**src/rtl/load_ctrl_pkg.sv**
```systemverilog
// Shared types, default widths and a period helper for the load controller.
package load_ctrl_pkg;

  localparam int DEF_WIDTH = 4;
  localparam int DEF_TCW   = 8;

  typedef enum logic [1:0] {
    ST_IDLE = 2'd0,
    ST_LOAD = 2'd1,
    ST_RUN  = 2'd2
  } state_t;

  // Auto-reload period in cycles for a start/end window on a w-bit counter.
  function automatic int period_f(input int s, input int e, input int w = DEF_WIDTH);
    return ((e - s) & ((1 << w) - 1)) + 1;
  endfunction

endpackage

```
**src/rtl/load_ctrl_sat_counter.sv**
```systemverilog
// Saturating up-counter with synchronous clear; holds at all-ones.
module sat_counter #(
  parameter int W = 8
) (
  input  logic         clk,
  input  logic         rst,
  input  logic         i_clr,
  input  logic         i_inc,
  output logic [W-1:0] o_cnt
);

  logic [W-1:0] r_cnt;

  // Clear wins over increment; increment stops once all bits are set.
  always_ff @(posedge clk or negedge rst) begin
    if (!rst)
      r_cnt <= '0;
    else if (i_clr)
      r_cnt <= '0;
    else if (i_inc && (r_cnt != {W{1'b1}}))
      r_cnt <= r_cnt + 1'b1;
  end

  assign o_cnt = r_cnt;

endmodule

```
**src/rtl/load_ctrl.sv**
```systemverilog
// Sequencer that loads an external counter and ticks when it reaches an end value.
module load_ctrl
  import load_ctrl_pkg::*;
#(
  parameter int WIDTH = DEF_WIDTH,
  parameter int TCW   = DEF_TCW
) (
  input  logic             clk,
  input  logic             rst,
  input  logic             cfg_valid,
  output logic             cfg_ready,
  input  logic [WIDTH-1:0] cfg_start,
  input  logic [WIDTH-1:0] cfg_end,
  input  logic             cfg_auto,
  input  logic             abort,
  input  logic [WIDTH-1:0] count,
  output logic             load,
  output logic [WIDTH-1:0] din,
  output logic             tick,
  output logic             done,
  output logic             busy,
  output logic [TCW-1:0]   tick_cnt
);

  state_t           r_state;
  state_t           w_state_next;
  logic [WIDTH-1:0] r_start;
  logic [WIDTH-1:0] r_end;
  logic             r_auto;
  logic             r_done;
  logic             w_done_next;
  logic             w_accept;
  logic             w_load;
  logic             w_tick;
  logic             w_cfg_ready;

  // State register and registered done pulse.
  always_ff @(posedge clk or negedge rst) begin
    if (!rst) begin
      r_state <= ST_IDLE;
      r_done  <= 1'b0;
    end else begin
      r_state <= w_state_next;
      r_done  <= w_done_next;
    end
  end

  // Latch the window only on an accepted handshake; ignored outside IDLE.
  always_ff @(posedge clk or negedge rst) begin
    if (!rst) begin
      r_start <= '0;
      r_end   <= '0;
      r_auto  <= 1'b0;
    end else if (w_accept) begin
      r_start <= cfg_start;
      r_end   <= cfg_end;
      r_auto  <= cfg_auto;
    end
  end

  // Next-state and decoded outputs; abort overrides everything outside IDLE.
  always_comb begin
    w_state_next = r_state;
    w_done_next  = 1'b0;
    w_accept     = 1'b0;
    w_load       = 1'b0;
    w_tick       = 1'b0;
    w_cfg_ready  = 1'b0;
    case (r_state)
      ST_IDLE: begin
        w_cfg_ready = 1'b1;
        if (cfg_valid) begin
          w_accept     = 1'b1;
          w_state_next = ST_LOAD;
        end
      end
      ST_LOAD: begin
        if (abort) begin
          w_state_next = ST_IDLE;
        end else begin
          w_load       = 1'b1;
          w_state_next = ST_RUN;
        end
      end
      ST_RUN: begin
        if (abort) begin
          w_state_next = ST_IDLE;
        end else if (count == r_end) begin
          w_tick = 1'b1;
          if (r_auto) begin
            w_load = 1'b1;
          end else begin
            w_state_next = ST_IDLE;
            w_done_next  = 1'b1;
          end
        end
      end
      default: w_state_next = ST_IDLE;
    endcase
  end

  sat_counter #(.W(TCW)) u_tick_cnt (
    .clk   (clk),
    .rst   (rst),
    .i_clr (w_accept),
    .i_inc (w_tick),
    .o_cnt (tick_cnt)
  );

  assign cfg_ready = w_cfg_ready;
  assign load      = w_load;
  assign tick      = w_tick;
  assign done      = r_done;
  assign busy      = (r_state != ST_IDLE);
  assign din       = r_start;

endmodule
```
**config.mk**
```make
export PLATFORM = sky130hd
export DESIGN_NAME = load_ctrl
export DESIGN_NICKNAME = d
export VERILOG_FILES = /design/src/rtl/load_ctrl_pkg.sv /design/src/rtl/load_ctrl_sat_counter.sv /design/src/rtl/load_ctrl.sv
export SDC_FILE = /design/constraint.sdc
export NUM_CORES = 1
export LEC_CHECK = 0
export BUFFER_PORTS_ARGS = -buffer_cell sky130_fd_sc_hd__buf_2
export CAP_MARGIN = 15
export CELL_PAD_IN_SITES_DETAIL_PLACEMENT = 1
export CELL_PAD_IN_SITES_GLOBAL_PLACEMENT = 2
export CORE_MARGIN = 3
export CORE_UTILIZATION = 31
export DETAILED_ROUTE_END_ITERATION = 10
export GPL_TIMING_DRIVEN = 0
export PLACE_DENSITY_LB_ADDON = 0.1
export RECOVER_POWER = 25
export SLEW_MARGIN = 40
export SYNTH_ARGS = -nofsm -noshare
export SYNTH_HDL_FRONTEND = slang
export SYNTH_SLANG_ARGS = --single-unit
```
**constraint.sdc**
```tcl
create_clock -name clk -period 2.3 [get_ports clk]
set_input_delay 0.115 -clock clk [delete_from_list [all_inputs] [get_ports clk]]
set_output_delay 0.115 -clock clk [all_outputs]
set_load 0.05 [all_outputs]
```
==> results_dict.tcl, run 1 <==
set metrics [dict create \
    cp-end-kind "output pin" \
    die_w_um 66.1 \
    r2r-start "r_state[0]$_DFFE_PN0P_" \
    seq_area_frac_synth_pct 44.7 \
    critPathLaunchType "flop" \
    synth_fp_nets 126 \
    cp.arrival_ns 1.93 \
    finalPower_mw 1.46 \
    hold_viol 0 \
    maxCapViolCount 0 \
    area_growth_pct 22.8 \
    drt_iter0_markers 43 \
    hp-start "cfg_auto" \
    p_clk_share_pct 11.6 \
    grt_pass1_vias 960 \
    required_ns 2.18 \
    wirelength_um 2690 \
    hold_path.class "in2reg" \
    io_buffers 33 \
    cts_buffers 3 \
    worst-slew-pin-transition_ns 1.14 \
    p_sw_share_pct 47.2 \
    syn-cell-area_mm2 0.00112 \
    pwr-share-comb_pct 52.3 \
    fill_cells 415 \
    critPathKind "reg2out" \
    finClkSkew_ns 0.0139 \
    ys_types 34 \
    dieArea_mm2 0.00437 \
    htree_levels 1 \
    post-route-period-util_pct 88.8 \
    synth-seq-cells 20 \
    antenna_found_initial 0 \
    viasPerCell 4.97 \
    grt_max_degree 21 \
    switchingPower_mw 0.690 \
    row_count 21 \
    cellPowerDensity_mw_per_mm2 1070 \
    routedWlPerCell_um 14.3 \
    layout_common_cells "34 x buf_2, 20 x dfrtp_1, 10 x nand2_1" \
    place_congestion 0.716 \
    initial_core_util_pct 32.7 \
    ir_worst_vdd_mv 0.570 \
    cts-root-buf "clkbuf_4" \
    path_clk_slew_ns 0.12 \
    p_int_mw 0.773 \
    clockBufferDepth 2 \
    rsz0062_at_grt "no" \
    crit_fanout 9 \
    setup_viol 0 \
    layout.nets 165 \
    design_area_mm2 0.00137 \
    power_frac_seq_pct 36.1 \
    p_leak_nw 0.658 \
    grt_pass1_wl_um 4490 \
    die_h_um 66.1 \
    finalMaxSlewViolations 0 \
    grt_overflow 0 \
    antenna-diode-count 0 \
    grt.total_usage_pct 13.4 \
    ys.warnings.count 0 \
    fin_crit_ns 2.04 \
    hpwl_um 2040 \
    setup-tns-final_ns 0 \
    final_common_cell "buf_2" \
    fmax_mhz 490 \
    drc 0 \
    drtAntennaViolNets 0 \
    firstDrtPassIters 4 \
    status "finished clean" \
    critPathLaunch "r_state[0]$_DFFE_PN0P_" \
    slew_headroom_pct 24.0 \
    drive_above_1_share_pct 35.2 \
    placed_cell_area_mm2 0.00134 \
    syn_inst 105 \
    synth.avg_cell_area_um2 10.7 \
    core_area_mm2 0.00342 \
    cts_sinks 20 \
    io_pins 34 \
    cts_tree "yes" \
    via_count 935 \
    clock_latency_ns 0.30 \
]
-- cell families after synthesis --
group                    Yosys count  share of synthesized area (%)
AND/OR/NAND/NOR                   37                           18.3
buffers and inverters              9                           3.24
XOR/XNOR                           4                           3.13
multiplexers                      12                           11.7
flip-flops                        20                           44.7
adder cells (fa/ha/maj)            4                           4.47
AO/OA/AOI/OAI                     19                           14.3
-- sequential cells by signal, summed over array words and instances (netlist names) --
name / cells
u_tick_cnt.o_cnt: 8
din: 4
r_end: 4
r_state: 2
done: 1
r_auto: 1
-- through the flow --
step / util [%] / instances / hold WS (ns) / setup slack, ns
floorplan: - / 105 / -0.181 / 0.260
global placement: 39.3 / 184 / 0.104 / 0.409
detailed placement: 39.3 / 184 / 0.110 / 0.379
CTS: 40.2 / 188 / 0.0203 / 0.0686
global route: 40.2 / 188 / 0.00881 / 0.0832
finish: 40.2 / 188 / 0.0282 / 0.258
-- cell type report --
class / count / area (um^2) / area share, %
multi-input cells: 76 / 582 / 42.3
flip-flops and latches: 20 / 500 / 36.4
repair buffers: 34 / 174 / 12.7
well taps: 46 / 57.6 / 4.19
clock buffers: 3 / 22.5 / 1.64
plain buffers: 4 / 18.8 / 1.37
inverters: 5 / 18.8 / 1.37
-- power by group through the flow --
stage | clock (mW) | combinational (mW) | sequential, mW
2_1_floorplan | 0 | 0.469 | 0.654
3_3_place_gp | 0 | 0.759 | 0.531
3_5_place_dp | 0 | 0.772 | 0.538
4_1_cts | 0.183 | 0.779 | 0.531
5_1_grt | 0.198 | 0.834 | 0.546
6_report | 0.170 | 0.765 | 0.528
-- synthesized netlist by cell type --
cell type | number | area, um^2
dfrtp_1 | 20 | 500
nand2_1 | 10 | 37.5
mux2_2 | 7 | 78.8
inv_1 | 5 | 18.8
nand2b_1 | 5 | 31.3
nor2_1 | 5 | 18.8
ha_1 | 4 | 50.1
nand3_1 | 4 | 20.0
xnor2_1 | 4 | 35.0
a211oi_1 | 3 | 22.5
a31oi_1 | 3 | 18.8
mux2i_1 | 3 | 30.0
nand4_1 | 3 | 18.8
a21oi_1 | 2 | 10.0
a31o_2 | 2 | 17.5
buf_2 | 2 | 10.0
clkbuf_1 | 2 | 7.51
mux2_1 | 2 | 22.5
nor2b_1 | 2 | 12.5
nor3b_1 | 2 | 15.0
o211ai_1 | 2 | 15.0
a2111oi_4 | 1 | 27.5
a21boi_1 | 1 | 7.51
a21o_1 | 1 | 7.51
a311oi_1 | 1 | 8.76
a41o_1 | 1 | 10.0
and2_1 | 1 | 6.26
and3_4 | 1 | 11.3
and4_1 | 1 | 8.76
and4_4 | 1 | 11.3
nor3_1 | 1 | 5.00
nor4b_1 | 1 | 8.76
o211a_1 | 1 | 10.0
o21ai_0 | 1 | 5.00
-- timing repair --
action                                  in CTS  in global routing
buffers inserted                             0                  0
resized for setup                            0                  2
endpoints found under the setup margin       0                  1
endpoints found under the hold margin       20                  0
hold buffers                                 1                  0
-- metal layers --
metal,global-route usage (%),routed length (um)
met3,2.89,129
met2,21.5,1320
met1,18.1,1220
met5,0,0
met4,3.81,17
-- critical path, stage by stage (launching register included) --
cell	delay, ns
dfrtp_1	0.42
inv_1	0.11
ha_1	0.20
nor2b_1	0.14
clkbuf_2	0.23
nand3_1	0.11
a21boi_1	0.14
buf_2	0.27
-- path summary, 6_finish.rpt --
path                                          end  slack, ns  depth (start not counted)
max                                          load       0.26                          7
min                            r_auto$_DFFE_PN0P_       0.03                          2
max reg2reg                    din[0]$_DFFE_PN0P_       0.38                          6
min reg2reg                    din[3]$_DFFE_PN0P_       0.50                          1
max in group asynchronous      din[1]$_DFFE_PN0P_       1.07                          2
min in group asynchronous  r_state[1]$_DFFE_PN0P_       0.54                          2
No activity file was read; power rests on OpenSTA's default activity.
==> run 2: changes to the inputs <==
--- a/config.mk
+++ b/config.mk
@@ -5,12 +5,13 @@
 export SDC_FILE = /design/constraint.sdc
 export NUM_CORES = 1
 export LEC_CHECK = 0
+export ABC_AREA = 1
 export BUFFER_PORTS_ARGS = -buffer_cell sky130_fd_sc_hd__buf_2
 export CAP_MARGIN = 15
 export CELL_PAD_IN_SITES_DETAIL_PLACEMENT = 1
 export CELL_PAD_IN_SITES_GLOBAL_PLACEMENT = 2
 export CORE_MARGIN = 3
-export CORE_UTILIZATION = 31
+export CORE_UTILIZATION = 28
 export DETAILED_ROUTE_END_ITERATION = 10
 export GPL_TIMING_DRIVEN = 0
 export PLACE_DENSITY_LB_ADDON = 0.1
==> results_dict.tcl, run 2 <==
set metrics [dict create \
    cts_resized 0 \
    antenna-diode-count 0 \
    layout.nets 217 \
    place_congestion 0.687 \
    ys.warnings.count 0 \
    fin_ws_ns 0.409 \
    drc 0 \
    antenna_found_initial 0 \
    drt_iter0_markers 46 \
    cp.arrival_ns 1.78 \
    ir_worst_vdd_mv 0.404 \
    finalMaxSlewViolations 0 \
    maxCapViolCount 0 \
    area_growth_pct 23.5 \
    synthTopCellsByArea "dfrtp_1 43%, nand2_1 20%, nand3_1 8.5%" \
    grt.total_usage_pct 13.2 \
    initial_core_util_pct 30.5 \
    crit_fanout 4 \
    post-cts-setup-buffer-count 0 \
    ys.flop_type "dfrtp_1" \
    grt_pass1_wl_um 5470 \
    cp-end-kind "output pin" \
    slowest_stage "dfrtp_1" \
    synthArstFlopShare_pct 100 \
    hold_viol 0 \
    critPathKind "reg2out" \
    critical_path.top_delay_family "buffers and inverters" \
    die_w_um 70.7 \
    syn-cell-area_mm2 0.00117 \
    synth.most_common_cell "nand2_1" \
    synth_edf_count 0 \
    crit_buf_inv 3 \
    synth_top_area_share_pct 42.6 \
    place_ws_ns 0.688 \
    slew_headroom_pct 20.0 \
    drive_above_1_share_pct 24.2 \
    layout_common_cells "61 x nand2_1, 35 x buf_2, 26 x inv_1" \
    hpwl_um 2310 \
    cts_buffers 3 \
    post-route-period-util_pct 82.2 \
    final_common_cell "nand2_1" \
    p_leak_nw 0.878 \
    cts-root-buf "clkbuf_8" \
    dieArea_mm2 0.00500 \
    ys_types 19 \
    placed_cells 238 \
    viasPerCell 4.56 \
    setup_viol 0 \
    grt_pass1_vias 1209 \
    row_count 22 \
    setup-tns-final_ns 0 \
    hold_path.class "in2reg" \
    finClkSkew_ns 0.00126 \
    drtAntennaViolNets 0 \
    io_buffers 33 \
    seq_area_frac_synth_pct 42.6 \
    worst-slew-pin-transition_ns 1.20 \
    worstPathCellList "inv_1 -> ha_1 -> nand2_1 -> inv_1 -> nand2_1 -> nor2_1 -> o21a_1 -> buf_2" \
    synth-seq-cells 20 \
    required_ns 2.18 \
    finalPower_mw 1.46 \
    fin_crit_ns 1.89 \
    grt_overflow 0 \
    rsz0062_at_grt "no" \
    clockBufferDepth 2 \
    io_pins 34 \
    wirelength_um 2920 \
    slowest_delay_ns 0.40 \
    cellPowerDensity_mw_per_mm2 1010 \
    routedWlPerCell_um 12.1 \
    htree_levels 1 \
    layout.cells.non_filler 242 \
    clock_latency_ns 0.26 \
    core_area_mm2 0.00385 \
    path_clk_slew_ns 0.07 \
    status "finished clean" \
    synth.avg_cell_area_um2 7.48 \
    cts_tree "yes" \
    yosysTopAreaCell "dfrtp_1" \
    grt_max_degree 21 \
    synth_fp_nets 178 \
    syn_inst 157 \
    critPathLaunchType "flop" \
    synth_common_cells "61 x nand2_1, 26 x inv_1, 20 x dfrtp_1, 20 x nand3_1" \
    largest_register_ffs 8 \
    via_count 1103 \
    firstDrtPassIters 4 \
    cts_sinks 20 \
    fmax_mhz 529 \
    die_h_um 70.7 \
]
## run 2: cell types whose count changed after synthesis, moves of 5 or more
cell,delta
nand2_1,+51
mux2_2,-7
nand2b_1,-5
nand3_1,+16
inv_1,+21
## run 2: per-layer routing
| metal | share of wire (%) | global-route usage [%] | wire [um] |
|---|---|---|---|
| met5 | 0 | 0 | 0 |
| met2 | 49 | 23.4 | 1440 |
| met1 | 44 | 16.3 | 1300 |
| met3 | 5.4 | 2.84 | 157 |
| met4 | 0.86 | 3.13 | 25 |
## run 2: metrics by stage
step | utilization (%) | hold WS, ns | instance area (um^2)
after global placement | 36.3 | 0.115 | 1400
after floorplan | - | -0.181 | 1170
after CTS | 37.6 | 0.0443 | 1450
final | 37.6 | 0.0496 | 1450
after detailed placement | 36.3 | 0.118 | 1400
after global routing | 37.6 | 0.0593 | 1450
## run 2: what timing repair did
item                                    CTS  global route
endpoints found under the setup margin    0             0
hold endpoints to repair                 20             0
hold buffers                              1             0
## run 2: final cells by class
| class | instances | area, um^2 |
|---|---|---|
| timing repair buffer | 34 | 174 |
| fill | 505 | 2400 |
| sequential | 20 | 500 |
| clock buffer | 3 | 41.3 |
| tap | 48 | 60.1 |
| buffer | 3 | 15.0 |
| multi-input combinational | 108 | 561 |
| inverter | 26 | 97.6 |
## run 2: path summary, 6_finish.rpt
path                                            startpoint                         endpoint  slack (ns)  cells past startpoint
setup / recovery                    r_state[0]$_DFFE_PN0P_                             load        0.41                      8
hold / removal                                cfg_start[2]               din[2]$_DFFE_PN0P_        0.05                      3
setup reg to reg           u_tick_cnt.o_cnt[0]$_DFFE_PN0P_  u_tick_cnt.o_cnt[7]$_DFFE_PN0P_        0.81                      7
hold reg to reg                         r_auto$_DFFE_PN0P_                   done$_DFF_PN0_        0.47                      1
max in group asynchronous                              rst               din[0]$_DFFE_PN0P_        0.97                      2
min in group asynchronous                              rst             r_end[0]$_DFFE_PN0P_        0.62                      2
## run 2: cells by family after synthesis
group,synth area share [%]
and+or+nand+nor,38.2
buffers and inverters,9.59
DFF,42.6
AOI/OAI and AO/OA,2.35
xor gates and xnor gates,2.99
adders and majority gates,4.26
## run 2: tightest hold or removal path: cells and delay by family
family | cells | cell delay (ns)
AND/OR/NAND/NOR | 2 | 0.08
buffers and inverters | 1 | 0.08
## run 2: power by group
group / internal, mW / switching (mW) / total, mW
clock network: 0.117 / 0.115 / 0.232
registers: 0.447 / 0.0588 / 0.506
logic: 0.187 / 0.535 / 0.722
total: 0.751 / 0.710 / 1.46
==> run 3: changes to the inputs <==
==> constraint.sdc (replaced) <==
create_clock -name clk -period 1.78 [get_ports clk]
set_input_delay 0.089 -clock clk [delete_from_list [all_inputs] [get_ports clk]]
set_output_delay 0.089 -clock clk [all_outputs]
set_load 0.05 [all_outputs]
==> results_dict.tcl, run 3 (synthesis gave the netlist of run 2 again) <==
set metrics [dict create \
    status "finished clean" \
    clockBufferDepth 2 \
    maxCapViolCount 0 \
    layout_common_cells "60 x nand2_1, 34 x buf_2, 24 x inv_1" \
    p_leak_nw 0.888 \
    worst-slew-pin-transition_ns 1.20 \
    critical_path.top_delay_family "flip-flops" \
    io_buffers 33 \
    ir_worst_vdd_mv 0.700 \
    finalMaxSlewViolations 0 \
    hold_viol 0 \
    dieArea_mm2 0.00500 \
    whs_path_depth 3 \
    highest_layer "met4" \
    firstDrtPassIters 3 \
    via_count 1101 \
    r2r-start "u_tick_cnt.o_cnt[0]$_DFFE_PN0P_" \
    fin_crit_ns 1.66 \
    drt_iter0_markers 32 \
    antenna_found_initial 0 \
    cp.arrival_ns 1.57 \
    io_pins 34 \
    p_int_mw 1.04 \
    largest_register_ffs 8 \
    hp-start "cfg_start[1]" \
    drtAntennaViolNets 0 \
    pwr-share-comb_pct 48.9 \
    crit_fanout 4 \
    grt_max_degree 21 \
    layout.cells.non_filler 244 \
    place_congestion 0.685 \
    drive_above_1_share_pct 27.0 \
    place_ws_ns 0.198 \
    p_sw_share_pct 47.4 \
    r2r-end "u_tick_cnt.o_cnt[0]$_DFFE_PN0P_" \
    final_util_pct 38.4 \
    core_area_mm2 0.00385 \
    cts_buffers 3 \
    area_growth_pct 26.2 \
    crit_buf_inv 3 \
    power_frac_seq_pct 33.1 \
    final_common_cell "nand2_1" \
    cp_common_cell "inv_2" \
    path_clk_slew_ns 0.08 \
    setup_viol 0 \
    fin_ws_ns 0.124 \
    wl_met2_um 1430 \
    grt_pass1_wl_um 5420 \
    antenna-diode-count 0 \
    switchingPower_mw 0.939 \
    viasPerCell 4.51 \
    slowest_delay_ns 0.41 \
    grt_overflow 0 \
    cp-end-kind "output pin" \
    slowest_stage "dfrtp_1" \
    critPathKind "reg2out" \
    initial_core_util_pct 30.5 \
    slew_headroom_pct 20.3 \
    hold_end "din[1]$_DFFE_PN0P_" \
    fmax_mhz 604 \
    drc 0 \
    reg2reg_depth 7 \
    met1_length_um 1410 \
    die_w_um 70.7 \
    row_count 22 \
    finalPower_mw 1.98 \
    cts_tree "yes" \
    setup-tns-final_ns 0 \
    hold_path.class "in2reg" \
    worstPathCellList "inv_2 -> ha_1 -> nand2_1 -> inv_2 -> nand2_2 -> nor2_1 -> o21a_1 -> buf_6" \
    wirelength_um 3030 \
    wl_met3_um 155 \
    cellPowerDensity_mw_per_mm2 1340 \
    hpwl_um 2320 \
    grt_pass1_vias 1165 \
    die_h_um 70.7 \
    cts_sinks 20 \
    rrSetupSlack_ns 0.25 \
    post-route-period-util_pct 93.0 \
    critPathLaunchType "flop" \
    cts-root-buf "clkbuf_8" \
    finClkSkew_ns 0.00363 \
    placed_cells 238 \
    required_ns 1.69 \
    clock_latency_ns 0.26 \
    design_area_mm2 0.00148 \
    placed_cell_area_mm2 0.00140 \
    grt.total_usage_pct 13.4 \
    rsz0062_at_grt "no" \
    layout.nets 218 \
    p_clk_share_pct 18.0 \
    routedWlPerCell_um 12.4 \
    whs_ns 0.0148 \
    htree_levels 1 \
]
==> run 3: repair_timing <==
item                                   4_1_cts  5_1_grt
buffers inserted                             0        1
endpoints found under the hold margin       20        0
hold buffers                                 1        0
setup endpoints to repair                    1        1
gates resized for setup                      2        3
pin swaps                                    0        0
==> run 3: cell type report <==
class	instances	area, um^2
fillers	519	2370
repair buffers	35	188
inverters	26	97.6
multi-input cells	108	566
clock buffers	4	55.1
well taps	48	60.1
flip-flops and latches	20	500
plain buffers	3	15.0
==> run 3: power groups by stage <==
stage / combinational (mW) / clock, mW / sequential, mW
2_1_floorplan: 0.571 / 0 / 0.810
3_3_place_gp: 0.933 / 0 / 0.653
3_5_place_dp: 0.960 / 0 / 0.660
4_1_cts: 0.970 / 0.373 / 0.653
5_1_grt: 1.09 / 0.398 / 0.672
6_report: 0.968 / 0.357 / 0.656
==> run 3: worst max-delay path by stage <==
stage / start / to / slack (ns) / cells after the start
finish: r_state[0]$_DFFE_PN0P_ / load / 0.12 / 8
global route: r_state[0]$_DFFE_PN0P_ / load / 0.01 / 8
detailed placement: r_state[0]$_DFFE_PN0P_ / load / 0.20 / 8
floorplan: r_state[0]$_DFFE_PN0P_ / r_state[1]$_DFFE_PN0P_ / 0.08 / 7
global placement: r_state[0]$_DFFE_PN0P_ / load / 0.22 / 8
CTS: r_state[0]$_DFFE_PN0P_ / load / 0.02 / 8
==> run 3: layer usage <==
| layer | vias to the layer above | track usage [%] |
|---|---|---|
| li1 | 556 | - |
| met1 | 516 | 17.0 |
| met2 | 25 | 22.3 |
| met3 | 4 | 3.98 |
| met4 | 0 | 3.34 |
| met5 | - | 0 |
==> run 3: worst min-delay path: cells and delay by family <==
kind	cells	cell delay, ns
and+or+nand+nor	2	0.08
buffers and inverters	1	0.07
